<file path="src/rtl/selector_rr_arbiter_pkg.sv">
// Shared constants for the 4-lane selector arbiter: FSM states, lane count, select codes.
// Optional hold-time preemption is built in when SELECTOR_ARB_HOLD_LIMIT_EN is defined.
package selector_arb_pkg;

  typedef enum logic {
    ST_IDLE  = 1'b0,
    ST_GRANT = 1'b1
  } arb_state_t;

  localparam int NUM_LANES    = 4;
  localparam int MAX_HOLD_DEF = 8;

  // {s1,s0} codes presented to the shared 4:1 selector
  localparam logic [1:0] SEL_L0 = 2'b00;
  localparam logic [1:0] SEL_L1 = 2'b01;
  localparam logic [1:0] SEL_L2 = 2'b10;
  localparam logic [1:0] SEL_L3 = 2'b11;

  function automatic logic [NUM_LANES-1:0] lane_onehot(input logic [1:0] idx);
    lane_onehot = {{(NUM_LANES-1){1'b0}}, 1'b1} << idx;
  endfunction

endpackage

</file>
<file path="src/rtl/selector_rr_arbiter_rr_pick4.sv">
// Rotate-priority encoder: first requesting lane searching last+1, last+2, last+3, last.
// Purely combinational; idx is meaningful only when any is high.
module rr_pick4 (
  input  logic [3:0] req,
  input  logic [1:0] last,
  output logic       any,
  output logic [1:0] idx
);

  logic [1:0] cand;

  // Walk the search order backwards so the earliest hit is the last assignment.
  always_comb begin
    any  = |req;
    idx  = last;
    cand = last;
    for (int k = 4; k >= 1; k--) begin
      cand = last + 2'(k);
      if (req[cand]) begin
        idx = cand;
      end
    end
  end

endmodule

</file>
<file path="src/rtl/selector_rr_arbiter.sv">
// Round-robin owner of a shared 4:1 selector; registered gnt/s1:s0 drive the datapath directly.
// Optional preemption after MAX_HOLD cycles when SELECTOR_ARB_HOLD_LIMIT_EN is defined.
module selector_rr_arbiter
  import selector_arb_pkg::*;
#(
  parameter int MAX_HOLD = MAX_HOLD_DEF,
  parameter int HOLD_W   = 4
) (
  input  logic       clk,
  input  logic       rst_n,
  input  logic [3:0] req,
  output logic [3:0] gnt,
  output logic       s0,
  output logic       s1,
  output logic       busy,
  output logic [1:0] owner
);

`ifdef SELECTOR_ARB_HOLD_LIMIT_EN
  localparam logic [HOLD_W-1:0] HOLD_TOP = HOLD_W'(MAX_HOLD);
`else
  // Debug-only counter saturating at all-ones; MAX_HOLD has no effect on the result.
  localparam logic [HOLD_W-1:0] HOLD_TOP = HOLD_W'(MAX_HOLD | ((1 << HOLD_W) - 1));
`endif

  arb_state_t            state_q, state_d;
  logic [NUM_LANES-1:0]  gnt_q,   gnt_d;
  logic [1:0]            sel_q,   sel_d;
  logic [1:0]            last_q,  last_d;
  logic [HOLD_W-1:0]     hold_q,  hold_d;
  logic                  busy_q,  busy_d;

  logic                  pick_any;
  logic [1:0]            pick_idx;
  logic                  others_req;

  rr_pick4 u_pick (
    .req  (req),
    .last (last_q),
    .any  (pick_any),
    .idx  (pick_idx)
  );

  assign others_req = |(req & ~lane_onehot(last_q));

  always_comb begin
    state_d = state_q;
    gnt_d   = gnt_q;
    sel_d   = sel_q;
    last_d  = last_q;
    hold_d  = hold_q;

    case (state_q)
      ST_IDLE: begin
        gnt_d = '0;
        if (pick_any) begin
          state_d = ST_GRANT;
          gnt_d   = lane_onehot(pick_idx);
          sel_d   = pick_idx;
          last_d  = pick_idx;
          hold_d  = HOLD_W'(1);
        end
      end

      ST_GRANT: begin
        if (req[last_q]) begin
`ifdef SELECTOR_ARB_HOLD_LIMIT_EN
          if (hold_q == HOLD_TOP) begin
            hold_d = HOLD_W'(1);
            if (others_req) begin
              gnt_d  = lane_onehot(pick_idx);
              sel_d  = pick_idx;
              last_d = pick_idx;
            end
          end else begin
            hold_d = hold_q + HOLD_W'(1);
          end
`else
          if (hold_q != HOLD_TOP) begin
            hold_d = hold_q + HOLD_W'(1);
          end
`endif
        end else if (pick_any) begin
          // Owner released: hand straight over, no idle bubble on the selector.
          gnt_d  = lane_onehot(pick_idx);
          sel_d  = pick_idx;
          last_d = pick_idx;
          hold_d = HOLD_W'(1);
        end else begin
          state_d = ST_IDLE;
          gnt_d   = '0;
        end
      end

      default: begin
        state_d = ST_IDLE;
        gnt_d   = '0;
      end
    endcase

    busy_d = |gnt_d;
  end

  always_ff @(posedge clk or negedge rst_n) begin
    if (!rst_n) begin
      state_q <= ST_IDLE;
      gnt_q   <= '0;
      sel_q   <= SEL_L0;
      last_q  <= SEL_L3;
      hold_q  <= '0;
      busy_q  <= 1'b0;
    end else begin
      state_q <= state_d;
      gnt_q   <= gnt_d;
      sel_q   <= sel_d;
      last_q  <= last_d;
      hold_q  <= hold_d;
      busy_q  <= busy_d;
    end
  end

  assign gnt   = gnt_q;
  assign s0    = sel_q[0];
  assign s1    = sel_q[1];
  assign busy  = busy_q;
  assign owner = last_q;

endmodule

</file>
<file path="config.mk">
export PLATFORM = sky130hd
export DESIGN_NAME = selector_rr_arbiter
export DESIGN_NICKNAME = d
export VERILOG_FILES = /design/src/rtl/selector_rr_arbiter_pkg.sv /design/src/rtl/selector_rr_arbiter_rr_pick4.sv /design/src/rtl/selector_rr_arbiter.sv
export SDC_FILE = /design/constraint.sdc
export NUM_CORES = 1
export LEC_CHECK = 0
export CELL_PAD_IN_SITES_DETAIL_PLACEMENT = 1
export CELL_PAD_IN_SITES_GLOBAL_PLACEMENT = 2
export CORE_AREA = 3 3 47 49
export DETAILED_ROUTE_END_ITERATION = 10
export DIE_AREA = 0 0 50 52
export GPL_TIMING_DRIVEN = 0
export PLACE_DENSITY = 0.82
export SYNTH_ARGS = -nofsm -noshare
export SYNTH_HDL_FRONTEND = slang
export SYNTH_SLANG_ARGS = --single-unit
</file>
<file path="constraint.sdc">
create_clock -name clk -period 3.05 [get_ports clk]
set_input_delay 0.4575 -clock clk [delete_from_list [all_inputs] [get_ports clk]]
set_output_delay 0.4575 -clock clk [all_outputs]
set_load 0.05 [all_outputs]
</file>
==> impl_metrics.csv <==
group,metric,value,unit
outcome,status,"finished, final reports clean",
clock_network,h-tree-depth,1,
clock_network,cts-root-buf,"clkbuf_4",
hold_path,hold_path.class,"input pin to asynchronous set/reset pin",
floorplanning,fp.dieW,50,µm
setup_path,critPathKind,"flop to primary output",
clock_network,tritoncts,"yes",
floorplanning,core,1902,µm²
power_and_ir_drop,peakVddDrop,0.0005680,V
grt,grt_overflow,0,
floorplanning,row_count,16,
setup_path,crit_cells,1,
detailed_routing,drtIter0Drc,5,
setup_path,r2r-end,"sel_q[1]$_DFFE_PN0P_",
setup_path,startpoint,"owner[1]$_DFFE_PN1P_",
detailed_routing,final_antenna_net_count,0,
setup_path,max_stage_delay,0.82,ns
setup_path,required,2.59,ns
setup_path,timing.rr.start,"owner[0]$_DFFE_PN1P_",
job,maxCapViolCount,0,
yosys,syn_inst,45,
floorplanning,initial_utilization,0.2697,
sta,skew,0.01170,ns
final_layout,final_common_cell,"clkdlybuf4s50_1",
setup_path,critPathTopFamily,"buffers and inverters",
setup_path,critical_path_arrival,1.68,ns
place,gp_congestion,0.7249,
final_layout,nNetsFinal,70,
setup_path,endpoint,"owner[1]",
place,portBuffers,14,
yosys,yosys_warnings,0,
power_and_ir_drop,comb_power_share,0.609,
place,pre_cts_ws,0.6675,ns
grt,grt_pass1_vias,414,
detailed_routing,drt-total-wl,1105,µm
yosys,yosys.cell_types.count,23,
sta,setup_viol,0,
setup_path,r2r_setup_slack,1.07,ns
final_layout,final_cell_mix,"clkdlybuf4s50_1, dfrtp_1, nand2_1",
detailed_routing,drt_first_pass_iters,4,
sta,rsz0062_at_grt,"false",
grt,track_usage,0.1028,
power_and_ir_drop,seq_power_share,0.283,
floorplanning,die_area,2600,µm²
clock_network,post_cts_resize_count,0,
yosys,ys_ff_latch,10,
setup_path,path_max_fanout,8,
clock_network,cts_setup_buffers,0,
sta,max_slew.worst_pin.slew,0.8068,ns
sta,slew_violations,0,
sta,period_needed,2.134,ns
sta,max_freq,468.6,MHz
sta,slew_headroom,0.4577,
power_and_ir_drop,power.total,0.0008689,W
detailed_routing,wl_per_cell,12.28,µm
setup_path,path_cells,"clkdlybuf4s50_1",
clock_network,cts_sinks,10,
final_layout,layout-drive-gt1-share,0.2063,
sta,min_period_over_period,0.6996,
power_and_ir_drop,p_int,0.0004655,W
yosys,synth_area_per_cell,11.40,µm²
yosys,mappedNetlistNets,51,
clock_network,clk_pin_slew,0.07,ns
detailed_routing,via_per_inst,4.611,
power_and_ir_drop,cellLeakagePower,0.2742,nW
final_layout,n_fill_cell,225,
final_layout,antenna_cells,0,
final_layout,area_growth_syn_to_layout,39.02,%
grt,grt_pass1_wl,1973,µm
detailed_routing,vias,415,
clock_network,holdBufCountCts,0,
place,dp_hpwl,855.5,µm
detailed_routing,drc_errors,0,
power_and_ir_drop,switchingPower,0.0004034,W
floorplanning,io_pins,15,
power_and_ir_drop,swShare,0.4642,
sta,fin_ws,0.9162,ns
clock_network,cts_buffer_depth,2,
setup_path,cpMaxStageDelayCell,"clkdlybuf4s50_1",
grt,grt_max_degree,11,
power_and_ir_drop,p_per_area,1218,nW/µm²
setup_path,cp_num_buf_inv,1,
yosys,ys_seq_area_frac,0.4927,
setup_path,startpoint_type,"flop",
setup_path,cp-end-kind,"primary output",
clock_network,numCtsBuffers,3,
sta,fin_setup_tns,0,ns
final_layout,fin_area,713.2,µm²
sta,hold_violations,0,
yosys,netlist_area,513.0,µm²
place,placed_cell_area,686.9,µm²
grt,antenna_found_initial,0,
setup_path,r2r_cells,5,
floorplanning,die_h,52,µm
clock_network,clock_latency,0.27,ns
power_and_ir_drop,p_clk_frac,0.108,
## cell usage after synthesis
| cell type | n | area, µm² |
|---|---|---|
| inv_1 | 1 | 3.750 |
| nor2b_1 | 1 | 6.260 |
| mux2_2 | 3 | 33.78 |
| mux2_1 | 1 | 11.26 |
| nor2_1 | 2 | 7.510 |
| nand2b_1 | 2 | 12.51 |
| a21oi_1 | 1 | 5.000 |
| and3_1 | 1 | 6.260 |
| o21a_1 | 1 | 7.510 |
| nand3_1 | 1 | 5.000 |
| and2b_1 | 1 | 7.510 |
| nor4_2 | 1 | 12.51 |
| nor2_4 | 1 | 11.26 |
| nor4_1 | 1 | 6.260 |
| a21o_1 | 1 | 7.510 |
| and2_4 | 1 | 8.760 |
| o21ai_0 | 4 | 20.02 |
| nand2_1 | 5 | 18.77 |
| dfstp_2 | 2 | 52.55 |
| mux4_2 | 1 | 22.52 |
| o41ai_1 | 4 | 35.03 |
| buf_6 | 1 | 11.26 |
| dfrtp_1 | 8 | 200.2 |
## worst min-delay path by stage
| stage | startpoint | end | slack, ns | cells after the start |
|---|---|---|---|---|
| after CTS | rst_n | state_q$_DFF_PN0_ | 0.51 | 1 |
| after global placement | gnt[2]$_DFF_PN0_ | gnt[2]$_DFF_PN0_ | 0.49 | 2 |
| after floorplan | rst_n | busy$_DFF_PN0_ | 0.16 | 0 |
| after global routing | rst_n | gnt[3]$_DFF_PN0_ | 0.52 | 1 |
| after detailed placement | gnt[1]$_DFF_PN0_ | gnt[1]$_DFF_PN0_ | 0.50 | 2 |
| final | rst_n | gnt[3]$_DFF_PN0_ | 0.50 | 1 |
## area by class of cell
cell class | count | area (µm²) | area share
clock buffers | 4 | 26.28 | 0.03684
inverters | 1 | 3.754 | 0.005263
plain buffers | 1 | 11.26 | 0.01579
flip-flops and latches | 10 | 252.7 | 0.3544
multi-input cells | 33 | 245.2 | 0.3439
well taps | 27 | 33.78 | 0.04737
repair buffers | 14 | 140.1 | 0.1965
## metal layers
metal | GRT usage | wire, µm
met1 | 0.1358 | 556
met2 | 0.1457 | 478
met3 | 0.06017 | 71
met4 | 0.01382 | 0
met5 | 0 | 0
## sequential cells by signal, summed over array words and instances, names as in the netlist
name	count
owner	2
gnt	4
sel_q	2
state_q	1
busy	1
## power by group through the flow
| stage | sequential (W) | combinational, W | clock [W] |
|---|---|---|---|
| finish | 0.000246 | 0.000529 | 0.0000940 |
| global route | 0.000259 | 0.000561 | 0.000111 |
| CTS | 0.000248 | 0.000536 | 0.000101 |
| detailed placement | 0.000249 | 0.000535 | 0 |
| global placement | 0.000250 | 0.000529 | 0 |
| floorplan | 0.000427 | 0.000198 | 0 |
## cell families after synthesis
family / after synthesis / share of synthesized area
AO/OA/AOI/OAI: 11 / 0.1463
buffers and inverters: 2 / 0.02926
flip-flops: 10 / 0.4927
multiplexers: 5 / 0.1317
AND/OR/NAND/NOR: 17 / 0.2000
## metrics by stage
stage / cells / hold slack, ns / util
after global routing: 90 / 0.5209 / 0.3750
after detailed placement: 86 / 0.4955 / 0.3612
after floorplan: 45 / 0.1619 / -
after global placement: 86 / 0.4930 / 0.3612
final: 90 / 0.5011 / 0.3750
after CTS: 90 / 0.5089 / 0.3750
(Power assumes the default switching activity.)
